$ cat src/rtl/mem_arb.sv
// Two-requester memory-port arbiter: IFU fetches and LSU loads/stores share one
// memory port, one transaction in flight, LSU priority with an IFU starvation guard.
module mem_arb #(
    parameter int unsigned DATA_LEN   = 32,
    parameter int unsigned STARVE_LIM = 4
) (
    input  logic                  clk,
    input  logic                  rst,

    input  logic                  ifu_req,
    input  logic [DATA_LEN-1:0]   ifu_addr,
    output logic                  ifu_gnt,
    output logic                  ifu_rvalid,
    output logic [DATA_LEN-1:0]   ifu_rdata,

    input  logic                  lsu_req,
    input  logic                  lsu_we,
    input  logic [DATA_LEN-1:0]   lsu_addr,
    input  logic [DATA_LEN-1:0]   lsu_wdata,
    input  logic [DATA_LEN/8-1:0] lsu_wmask,
    output logic                  lsu_gnt,
    output logic                  lsu_rvalid,
    output logic [DATA_LEN-1:0]   lsu_rdata,

    output logic                  mem_req,
    output logic                  mem_we,
    output logic [DATA_LEN-1:0]   mem_addr,
    output logic [DATA_LEN-1:0]   mem_wdata,
    output logic [DATA_LEN/8-1:0] mem_wmask,
    input  logic                  mem_ready,
    input  logic                  mem_rvalid,
    input  logic [DATA_LEN-1:0]   mem_rdata
);

    localparam int unsigned MASK_LEN = DATA_LEN / 8;
    localparam int unsigned CNT_W    = 4;
    localparam logic [CNT_W-1:0] CNT_MAX = '1;
    localparam logic [CNT_W-1:0] CNT_LIM = CNT_W'(STARVE_LIM);

    typedef enum logic [1:0] {
        IDLE = 2'd0,
        REQ  = 2'd1,
        WAIT = 2'd2,
        RESP = 2'd3
    } state_t;

    localparam logic OWNER_IFU = 1'b0;
    localparam logic OWNER_LSU = 1'b1;

    state_t              state, state_nxt;
    logic                owner, owner_nxt;
    logic [CNT_W-1:0]    starve_cnt, starve_cnt_nxt;

    logic                ifu_gnt_nxt, lsu_gnt_nxt;
    logic                ifu_rvalid_nxt, lsu_rvalid_nxt;
    logic [DATA_LEN-1:0] ifu_rdata_nxt, lsu_rdata_nxt;
    logic                mem_req_nxt, mem_we_nxt;
    logic [DATA_LEN-1:0] mem_addr_nxt, mem_wdata_nxt;
    logic [MASK_LEN-1:0] mem_wmask_nxt;
    logic                lsu_wins;

    // State and all registered outputs
    always_ff @(posedge clk) begin
        if (rst) begin
            state      <= IDLE;
            owner      <= OWNER_IFU;
            starve_cnt <= '0;
            ifu_gnt    <= 1'b0;
            lsu_gnt    <= 1'b0;
            ifu_rvalid <= 1'b0;
            lsu_rvalid <= 1'b0;
            ifu_rdata  <= '0;
            lsu_rdata  <= '0;
            mem_req    <= 1'b0;
            mem_we     <= 1'b0;
            mem_addr   <= '0;
            mem_wdata  <= '0;
            mem_wmask  <= '0;
        end else begin
            state      <= state_nxt;
            owner      <= owner_nxt;
            starve_cnt <= starve_cnt_nxt;
            ifu_gnt    <= ifu_gnt_nxt;
            lsu_gnt    <= lsu_gnt_nxt;
            ifu_rvalid <= ifu_rvalid_nxt;
            lsu_rvalid <= lsu_rvalid_nxt;
            ifu_rdata  <= ifu_rdata_nxt;
            lsu_rdata  <= lsu_rdata_nxt;
            mem_req    <= mem_req_nxt;
            mem_we     <= mem_we_nxt;
            mem_addr   <= mem_addr_nxt;
            mem_wdata  <= mem_wdata_nxt;
            mem_wmask  <= mem_wmask_nxt;
        end
    end

    // Next-state, arbitration and next values of the output registers
    always_comb begin
        state_nxt      = state;
        owner_nxt      = owner;
        starve_cnt_nxt = starve_cnt;
        ifu_gnt_nxt    = 1'b0;
        lsu_gnt_nxt    = 1'b0;
        ifu_rvalid_nxt = 1'b0;
        lsu_rvalid_nxt = 1'b0;
        ifu_rdata_nxt  = ifu_rdata;
        lsu_rdata_nxt  = lsu_rdata;
        mem_req_nxt    = mem_req;
        mem_we_nxt     = mem_we;
        mem_addr_nxt   = mem_addr;
        mem_wdata_nxt  = mem_wdata;
        mem_wmask_nxt  = mem_wmask;

        // LSU wins any contest unless the IFU has already lost STARVE_LIM in a row
        lsu_wins = lsu_req && !(ifu_req && (starve_cnt == CNT_LIM));

        case (state)
            IDLE: begin
                if (ifu_req || lsu_req) begin
                    state_nxt   = REQ;
                    mem_req_nxt = 1'b1;
                    if (lsu_wins) begin
                        owner_nxt     = OWNER_LSU;
                        lsu_gnt_nxt   = 1'b1;
                        mem_we_nxt    = lsu_we;
                        mem_addr_nxt  = lsu_addr;
                        mem_wdata_nxt = lsu_wdata;
                        mem_wmask_nxt = lsu_wmask;
                        if (ifu_req && (starve_cnt != CNT_MAX)) begin
                            starve_cnt_nxt = starve_cnt + CNT_W'(1);
                        end
                    end else begin
                        owner_nxt      = OWNER_IFU;
                        ifu_gnt_nxt    = 1'b1;
                        mem_we_nxt     = 1'b0;
                        mem_addr_nxt   = ifu_addr;
                        mem_wdata_nxt  = '0;
                        mem_wmask_nxt  = '0;
                        starve_cnt_nxt = '0;
                    end
                end
            end
            REQ: begin
                if (mem_ready) begin
                    state_nxt   = WAIT;
                    mem_req_nxt = 1'b0;
                end
            end
            WAIT: begin
                if (mem_rvalid) begin
                    state_nxt = RESP;
                    if (owner == OWNER_LSU) begin
                        lsu_rvalid_nxt = 1'b1;
                        lsu_rdata_nxt  = mem_we ? '0 : mem_rdata;
                    end else begin
                        ifu_rvalid_nxt = 1'b1;
                        ifu_rdata_nxt  = mem_rdata;
                    end
                end
            end
            RESP: begin
                state_nxt = IDLE;
            end
            default: begin
                state_nxt = IDLE;
            end
        endcase
    end

endmodule
$ cat config.mk
export PLATFORM = sky130hd
export DESIGN_NAME = mem_arb
export DESIGN_NICKNAME = d
export VERILOG_FILES = /design/src/rtl/mem_arb.sv
export SDC_FILE = /design/constraint.sdc
export NUM_CORES = 1
export LEC_CHECK = 0
export ABC_AREA = 1
export CORE_AREA = 2 2 131 107
export DETAILED_ROUTE_END_ITERATION = 8
export DIE_AREA = 0 0 133 109
export HOLD_SLACK_MARGIN = 0.15
export PLACE_DENSITY_LB_ADDON = 0.25
export SLEW_MARGIN = 20
export SYNTH_ARGS = -nofsm -noshare
export SYNTH_HDL_FRONTEND = slang
export SYNTH_SLANG_ARGS = --single-unit
$ cat constraint.sdc
create_clock -name clk -period 3.66 [get_ports clk]
set_input_delay 0.732 -clock clk [delete_from_list [all_inputs] [get_ports clk]]
set_output_delay 0.732 -clock clk [all_outputs]
set_load 0.01 [all_outputs]
==> summary.md, run 1 <==
| Metric | Value |
|---|---|
| Critical path class | in2reg |
| Number of synthesized register bits | 145 |
| Slack of the critical path | 1299 ps |
| Routed vias | 5,611 |
| Max-Cap Viols | 0 |
| Netlist cell types | 27 |
| Logic gate share of total power | 31.7% |
| Arr. time, crit path | 2660 ps |
| Most Used Layer, Global Route | met2 |
| Seq pwr share | 38.3% |
| Crit-path cells | clkdlybuf4s50_1 > nand2_1 > nor2_2 > clkinv_1 > nor2_1 > nor2_1 |
| Unrepaired setup endpoints after global routing | no |
| Die Wd | 133 um |
| N_diodes | 0 |
| Initial antenna violation count | 0 |
| First-pass DRT Iterations | 4 |
| Setup Buffers After CTS | 0 |
| Grt ovf | 0 |
| P per Cell Area | 605.9 nW/um^2 |
| Pre-CTS worst setup slack | 1044 ps |
| Final Max Tran Viols | 0 |
| Most common cell after layout, fill and taps aside | clkdlybuf4s50_1 |
| Grt met2 use | 35.23% |
| Slew @ Worst Pin | 1039 ps |
| Final period utilization | 64.52% |
| CTS max path bufs | 2 |
| TritonCTS clock tree | built |
| DP HPWL | 11.19 mm |
| CP Buf/Inv Count | 2 |
| Setup tns final | 0 ps |
| Syn_nets | 852 |
| Cts repair resizes | 0 |
| Sink Count | 145 |
| Worst-skew pair later-pin latency | 410 ps |
| Mapped Area | 5553 um^2 |
| # rows | 38 |
| CTS clk-pin slew, worst paths | 60 ps |
| Min cycle time layout | 2361 ps |
| Top delay family on crit path | buffers and inverters |
| Via-per-instance ratio | 4.879 |
| Sw frac | 32.24% |
| Util after Layout | 66.93% |
| Total CTS buffers | 17 |
| Final Hold Fails | 0 |
| Tot GR Track Use | 22.63% |
| # IOs | 277 |
| Cell mode on critical path | nor2_1 |
| CP endpoint kind | register |
| Sequential area share after synthesis | 52.28% |
| Worst vdd ir | 0.3250 mV |
| Met1 GRT Util | 28.46% |
| Final setup violation count | 0 |
| Clock Power Share | 30.0% |
| Net Switching | 1.734 mW |
| Mean Syn Cell Area | 7.854 um^2 |
| DIE HEIGHT | 109 um |
| Core Area | 13,270 um^2 |
| Worst Clk Skew | 7.796 ps |
| Hold buffers post-CTS | 0 |
| Antenna Nets Post-Route | 0 |
| Port Buf Inserts | 276 |
| Root Buffer | clkbuf_16 |
| Share of cells above drive strength 1 | 7.216% |
| Status | finished, final reports clean |
| Drt initial violations | 247 |
| Vias in the first global route | 5,267 |
| Largest net degree at the start of global routing | 80 |
| Die area | 14,500 um^2 |
| Most frequent cells in the layout | clkdlybuf4s50_1, nand2_1, dfxtp_1, o21ai_0, nor2_1 |
| Critical-path top delay cell | clkinv_1 |
| CP required | 3950 ps |
| Final RePlAce weighted congestion | 0.7860 |
| F_max | 423.5 MHz |
| Pint | 3.645 mW |
| Worst hold path class | reg2reg |
| P&R area growth vs syn | 59.89% |
| Nets | 1,102 |
| Leakage Power | 3.469 nW |
| WL/cell | 14.40 um |
| First-pass GRT wire length | 26.23 mm |
| CP Launch Type | primary input |
| Synthesis warning total | 0 |
| CP peak stage delay | 780 ps |
| Rel. slew slack | 30.64% |
| Gate Count Post-Synth | 707 |
| Met3 GRT Util | 8.508% |
| Final WL | 16.57 mm |
| H-tree depth | 4 |
| Peak fanout along the critical path | 33 |
| # DRC | 0 |
| Starting density of the core | 41.86% |
[worst register-to-register path, cell delays in order, from the launching register on]
cell,delay (ps)
dfxtp_1,320
inv_1,100
ha_1,210
nand2_1,90
nor2_2,110
clkinv_1,780
nor2_1,370
nor2_1,90
[sequential cells by signal, indices dropped and copies added (netlist names)]
signal / count
ifu_rdata: 32
ifu_gnt: 1
lsu_rvalid: 1
mem_addr: 32
mem_wdata: 32
lsu_rdata: 32
starve_cnt: 4
mem_req: 1
mem_we: 1
state: 2
mem_wmask: 4
ifu_rvalid: 1
lsu_gnt: 1
owner: 1
[final timing paths]
kind / from / slack (ps) / to / cells after the start
worst min register to register: mem_wdata[24]$_SDFFE_PP0N_ / 460 / mem_wdata[24]$_SDFFE_PP0N_ / 2
worst max-delay path: mem_rvalid / 1300 / ifu_rdata[15]$_SDFFE_PP0P_ / 6
worst min-delay path: mem_wdata[24]$_SDFFE_PP0N_ / 460 / mem_wdata[24]$_SDFFE_PP0N_ / 2
worst max register to register: state[0]$_SDFFE_PP0P_ / 1470 / ifu_rdata[15]$_SDFFE_PP0P_ / 7
[through the flow]
stage	power, mW	area (um^2)	cells	hold WS, ps
after CTS	5.432	8879	1150	465.5
after floorplan	2.903	5553	707	471.2
after detailed placement	3.797	8328	1118	455.1
final	5.379	8879	1150	462.7
after global placement	3.785	8328	1118	452.5
after global routing	5.693	8879	1150	478.2
[synth_stat cells (all sizes together)]
cell type / count / area (um^2)
xor2: 2 / 17.52
o21ai: 99 / 495.5
a31oi: 32 / 200.2
nor3: 2 / 10.01
o22ai: 1 / 6.260
buf: 26 / 161.4
nand4: 3 / 18.77
dfxtp: 145 / 2903
nand2: 185 / 729.5
ha: 6 / 75.07
clkbuf: 25 / 93.84
nor2: 86 / 350.3
inv: 19 / 71.32
nand3: 33 / 165.2
a21oi: 42 / 247.7
o21a: 1 / 7.510
[per-layer routing]
metal	vias up	routed length, um
met2	217	7414
met5	-	0
met3	35	1594
met1	2523	7112
li1	2836	-
met4	0	444
[power by group through the flow]
stage | sequential [mW] | combinational (mW) | clock, mW
6_report | 2.06 | 1.70 | 1.62
5_1_grt | 2.10 | 1.87 | 1.73
4_1_cts | 2.06 | 1.72 | 1.65
3_3_place_gp | 2.08 | 1.70 | 0
2_1_floorplan | 2.22 | 0.681 | 0
3_5_place_dp | 2.09 | 1.71 | 0
[area by class of cell]
cell class / count / area (um^2)
clock inverter: 15 / 125.1
multi-input combinational: 492 / 2326
inverter: 19 / 71.32
clock buffer: 17 / 425.4
timing repair buffer: 282 / 2803
tap: 180 / 225.2
sequential: 145 / 2903
fill: 1122 / 4387
[cells by family (layout without fill, tap and decap cells)]
logic type               Yosys count  count (layout)  synth area share, %
AO/OA/AOI/OAI                    175             175                17.24
XOR/XNOR                           2               2               0.3155
buffers and inverters             70             333                5.881
AND/OR/NAND/NOR                  309             309                22.94
adder cells (fa/ha/maj)            6               6                1.352
flip-flops                       145             145                52.28
No activity file was read; power rests on OpenSTA's default activity.
==> inputs of run 2 (changes only) <==
--- a/config.mk
+++ b/config.mk
@@ -6,9 +6,9 @@
 export NUM_CORES = 1
 export LEC_CHECK = 0
 export ABC_AREA = 1
-export CORE_AREA = 2 2 131 107
+export CORE_AREA = 2 2 135 111
 export DETAILED_ROUTE_END_ITERATION = 8
-export DIE_AREA = 0 0 133 109
+export DIE_AREA = 0 0 137 113
 export HOLD_SLACK_MARGIN = 0.15
 export PLACE_DENSITY_LB_ADDON = 0.25
 export SLEW_MARGIN = 20
==> constraint.sdc (replaced) <==
create_clock -name clk -period 2.45 [get_ports clk]
set_input_delay 0.49 -clock clk [delete_from_list [all_inputs] [get_ports clk]]
set_output_delay 0.49 -clock clk [all_outputs]
set_load 0.01 [all_outputs]
==> run 2 against run 1 <==
Routed wire length grew 4.1%. Via count increased by 1.2%. Count of clock-buffer cells in the layout increased by 5. Clock skew barely moved. Power increased by 52%. Combinational power is 54% higher. Register-to-register slack worse by 820 ps. Critical path depth decreased by 5. Worst setup slack got worse by 720 ps. Die area increased by 6.8%. Sequential power increased by 50%. Flip-flop and latch count unchanged.
==> summary.md, run 2 (synthesized netlist as in run 1, its figures left out) <==
| Metric | Value |
|---|---|
| Status | finished, final reports clean |
| CP peak stage delay | 590 ps (-190 ps) |
| Final setup violation count | 0 (unchanged) |
| Hold Path Depth | 2 (unchanged) |
| TritonCTS clock tree | built |
| CTS clk-pin slew, worst paths | 50 ps (about the same) |
| Die area | 15,480 um^2 (+6.8%) |
| Worst Clk Skew | 7.402 ps (-0.3934 ps) |
| Peak fanout along the critical path | 3 (-91%) |
| First-pass GRT wire length | 27.35 mm (+4.3%) |
| Root Buffer | clkbuf_16 |
| R2r worst-path depth | 10 (+3) |
| Setup Buffers After CTS | 0 (unchanged) |
| Initial antenna violation count | 0 (unchanged) |
| Most frequent cells in the layout | clkdlybuf4s50_1, nand2_1, dfxtp_1, o21ai_0, nor2_1 |
| Final Max Tran Viols | 0 (unchanged) |
| Core Area | 14,050 um^2 (+5.9%) |
| Via-per-instance ratio | 4.902 (+0.46%) |
| # DRC | 0 (unchanged) |
| # IOs | 277 (unchanged) |
| Setup tns final | 0 ps (unchanged) |
| H-tree depth | 4 (unchanged) |
| Share of cells above drive strength 1 | 7.385% (+0.17 points) |
| FF-to-FF End | mem_wdata[29]$_SDFFE_PP0N_ |
| Final period utilization | 76.38% |
| Most common cell after layout, fill and taps aside | clkdlybuf4s50_1 |
| CP required | 1960 ps (-1990 ps) |
| Arr. time, crit path | 1380 ps (-1280 ps) |
| Crit-path cells | clkdlybuf4s50_1 |
| Hold buffers post-CTS | 0 (unchanged) |
| Vias in the first global route | 5,480 (+4.0%) |
| Sink Count | 145 (unchanged) |
| Rel. slew slack | 49.42% (+19 points) |
| Nets | 1,111 (+0.82%) |
| Cts repair resizes | 0 (unchanged) |
| Hold Crit Start | mem_wdata[24]$_SDFFE_PP0N_ |
| N_diodes | 0 (unchanged) |
| CP Buf/Inv Count | 1 (-1) |
| Antenna Nets Post-Route | 0 (unchanged) |
| F_max | 534.4 MHz |
| Worst-skew pair later-pin latency | 410 ps (about the same) |
| Total placed instance area | 8463 um^2 (+1.6%) |
| Total CTS buffers | 17 (unchanged) |
| CTS max path bufs | 2 (unchanged) |
| Leakage Power | 3.525 nW (+1.6%) |
| Critical path class | reg2out |
| Routed vias | 5,681 (+1.2%) |
| Top delay family on crit path | buffers and inverters |
| Final WL | 17.24 mm (+4.1%) |
| Fillers | 1,246 (+11%) |
| Unrepaired setup endpoints after global routing | no |
| Critical-path top delay cell | clkdlybuf4s50_1 |
| Min cycle time layout | 1871 ps |
| CP Launch Type | register |
| Grt ovf | 0 (unchanged) |
| Reg2reg start | starve_cnt[0]$_SDFFE_PP0P_ |
| Tot GR Track Use | 22.22% (-0.41 points) |
| DIE HEIGHT | 113 um (+3.7%) |
| First-pass DRT Iterations | 5 (+1) |
| FF-to-FF setup slack | 650 ps (-820 ps) |
| P per Cell Area | 904.8 nW/um^2 (+49%) |
| Starting density of the core | 39.51% (-2.3 points) |
| Worst vdd ir | 0.5235 mV (+61%) |
| CP endpoint kind | primary output |
| DP HPWL | 11.91 mm (+6.5%) |
| # rows | 39 (+2.6%) |
| Port Buf Inserts | 276 (unchanged) |
| Final Hold Fails | 0 (unchanged) |
| Die Wd | 137 um (+3.0%) |
| Max-Cap Viols | 0 (unchanged) |
| Largest net degree at the start of global routing | 61 (-24%) |
| Worst hold path class | reg2reg |
| Final RePlAce weighted congestion | 0.7801 (-0.75%) |
| P&R area growth vs syn | 62.30% |
| WL/cell | 14.87 um (+3.3%) |
| Drt initial violations | 336 (+36%) |
| Slew @ Worst Pin | 757.9 ps (-281.4 ps) |
| Hold endpoint | mem_wdata[24]$_SDFFE_PP0N_ |
| Final instance area | 9012 um^2 (+1.5%) |
[run 2: changes by cell type in the layout (fill, tap and decap cells not counted), sizes merged]
cell / delta
clkbuf: +5
buf: +9
inv: -8
clkinv: -3
bufinv: +2
[run 2: power breakdown]
part           leakage, nW  internal, mW  switching (mW)
clock network        0.264          1.53           0.932
registers             1.18          2.84           0.239
logic                 2.08          1.33            1.29
[run 2: metal layers]
metal,GRT usage [%],share of wire [%],vias to the layer above
met3,9.185,9.9,30
li1,-,-,2845
met4,8.454,2.1,0
met2,34.20,44,202
met5,0,0,-
met1,27.77,44,2604
[run 2: worst max-delay path by stage]
stage               slack (ps)  depth (start not counted)                        from                         end
global route               470                         10  starve_cnt[0]$_SDFFE_PP0P_  mem_wdata[11]$_SDFFE_PP0N_
finish                     580                          1         mem_we$_SDFFE_PP0N_                      mem_we
floorplan                 1030                         11  starve_cnt[0]$_SDFFE_PP0P_  mem_wdata[12]$_SDFFE_PP0N_
global placement           330                          6                     lsu_req  mem_wdata[19]$_SDFFE_PP0N_
detailed placement         310                          6                     lsu_req  mem_wdata[20]$_SDFFE_PP0N_
CTS                        560                          1         mem_we$_SDFFE_PP0N_                      mem_we
[run 2: through the flow]
| step | power, mW | std cells | hold WS (ps) | utilization (%) | setup WS [ps] |
|---|---|---|---|---|---|
| 6_report | 8.155 | 1159 | 464.1 | 64.13 | 578.6 |
| 3_3_place_gp | 5.715 | 1131 | 450.2 | 60.22 | 330.4 |
| 3_5_place_dp | 5.740 | 1131 | 455.6 | 60.22 | 307.5 |
| 4_1_cts | 8.218 | 1159 | 464.3 | 64.13 | 560.1 |
| 5_1_grt | 8.595 | 1159 | 477.1 | 64.13 | 473.4 |
| 2_1_floorplan | 4.337 | 707 | 471.2 | - | 1033 |
[run 2: cell type report]
type	count	area, um^2	share of cell area (%)
inverters	19	71.32	0.7913
repair buffers	291	2933	32.54
multi-input cells	492	2326	25.81
clock buffers	22	464.2	5.151
well taps	184	230.2	2.554
flip-flops and latches	145	2903	32.21
clock inverters	6	85.08	0.9441
==> RTL change: new RTL, settings of run 2 <==
Reset style: asynchronous (`rst`), changed in one clocked block.
--- a/src/rtl/mem_arb.sv
+++ b/src/rtl/mem_arb.sv
@@ -61,5 +61,5 @@
 
     // State and all registered outputs
-    always_ff @(posedge clk) begin
+    always_ff @(posedge clk or posedge rst) begin
         if (rst) begin
             state      <= IDLE;
Formal check against the unedited RTL: differs if rst is asserted again (counterexample within 4 cycles, from zero or initial values and one cycle with rst high); with rst held inactive, the same outputs for 4 cycles.
==> RTL change against run 2 <==
  * Clock power is 13% higher
  * Combinational power is 99% higher
  * Hold slack improved by 0.013 ns
  * Sequential cell count stayed put
  * Power up 48%
  * Design area rose by 12%
  * Register-to-register slack improved by 0.02 ns
  * Worst setup slack better by 0.031 ns
  * Clock skew fell by 0.00068 ns
  * Area after synthesis is 16% higher
  * Wire length up 8.9%
  * First-iteration DRC count up 30%
==> RTL change: results (changes against run 2) <==
- Slew @ Worst Pin: 0.395 ns (-0.363 ns)
- Initial detailed-routing violation count: 436 (+30%)
- Worst path max stage delay: 0.57 ns (-0.02 ns)
- Status: complete, no violations
- CP Launch Point: mem_addr[18]$_DFFE_PP0P_
- WL final: 18.8 mm (+8.9%)
- Post-synth top cells: 280 x nand2_1, 145 x dfrtp_1, 115 x inv_1, 109 x nand3_1, 42 x o21ai_0
- Syn_area_per_cell: 8.19 sq um (+4.2%)
- Synth async-reset ratio: 100% (+100 points)
- Post_cts resized: 0 (unchanged)
- Crit-path max FO: 2 (-1)
- RD Place Congestion: 0.816 (+4.6%)
- Worst hold path class: flip-flop to flip-flop
- Cell count after placement: 1223 (+8.1%)
- Vias in the first global route: 6115 (+12%)
- Gr usage total: 24.9% (+2.7 points)
- Ys Warns: 0 (unchanged)
- Post-Syn Nets: 935 (+9.7%)
- FF-to-FF Start: starve_cnt[0]$_DFFE_PP0P_
- Initial antenna violation count: 0 (unchanged)
- Detailed Place HPWL: 13.1 mm (+10%)
- Clock-pin slew on the worst setup and hold paths: 0.06 ns
- First-pass GRT wire length: 30.4 mm (+11%)
- Input/output buffers: 276 (unchanged)
- Register area share after synthesis: 56.1% (+3.8 points)
- Hold_sp: ifu_rdata[4]$_DFFE_PP0P_
- FILL cells: 1120 (-10%)
- Pin count of the biggest net entering global routing: 66 (+8.2%)
- Top FF cell, synth: dfrtp_1
- Worst Skew: 0.00672 ns (-0.000680 ns)
- Sw frac: 34.0% (+3.8 points)
- Critical Path AT: 1.35 ns (-0.03 ns)
- Total CTS buffers: 17 (unchanged)
- VDD IR max: 651 uV (+24%)
- Top post-synthesis cells by area: dfrtp_1 56%, nand2_1 16%, nand3_1 8.4%
- DRT Pass-1 Iters: 4 (-1)
- H-tree levels: 4 (unchanged)
- Cell variety after synth: 21 (-22%)
- DP Worst Slack: 0.295 ns (-0.0127 ns)
- CP top delay family: buffers and inverters
- Routed length per instance: 15.0 microns (+0.61%)
- Leak: 5.10 nW (+45%)
- Vias per inst: 4.94 (+0.75%)
- Placed Area: 9420 sq um (+11%)
- Share of layout cells above drive strength 1: 5.61% (-1.8 points)
RTL change: path summary, 6_finish.rpt:
kind                                            end  slack (ns)  cells past startpoint
max                                    mem_addr[18]        0.61                      1
min                        ifu_rdata[4]$_DFFE_PP0P_        0.48                      2
max reg2reg                 mem_addr[6]$_DFFE_PP0P_        0.67                      9
min reg2reg                ifu_rdata[4]$_DFFE_PP0P_        0.48                      2
max in group asynchronous  mem_wdata[0]$_DFFE_PP0P_        1.58                      3
min in group asynchronous  lsu_rdata[5]$_DFFE_PP0P_        0.54                      3
RTL change: final cells by class:
| class | instances | area (sq um) | share of cell area, % |
|---|---|---|---|
| Sequential cell | 145 | 3630 | 36.1 |
| Clock buffer | 22 | 484 | 4.81 |
| Clock inverter | 9 | 154 | 1.53 |
| Tap cell | 184 | 230 | 2.29 |
| Multi-Input combinational cell | 483 | 2140 | 21.3 |
| Inverter | 119 | 450 | 4.48 |
| Timing Repair Buffer | 292 | 2970 | 29.5 |
RTL change: power by group through the flow:
stage	registers [mW]	logic (mW)	clock network (mW)
2_1_floorplan	4.52	1.82	0
3_5_place_dp	4.09	5.24	0
4_1_cts	4.08	5.27	2.82
3_3_place_gp	4.07	5.14	0
5_1_grt	4.21	5.69	2.92
6_report	4.08	5.21	2.78
RTL change: cell families after synthesis:
group                    after synthesis  synth area share [%]
AO/OA/AOI/OAI                         73                  5.65
buffers and inverters                162                  10.7
AND/OR/NAND/NOR                      403                  26.2
adder cells (fa/ha/maj)                6                  1.16
flip-flops                           145                  56.1
XOR/XNOR                               1                 0.135
RTL change: per-layer routing:
metal / global-route usage (%) / vias to the layer above / part of all wire [%]
met4: 8.73 / 0 / 2.0
li1: - / 2971 / -
met1: 31.4 / 2908 / 40
met3: 7.66 / 31 / 9.2
met2: 40.7 / 283 / 49
met5: 0 / - / 0
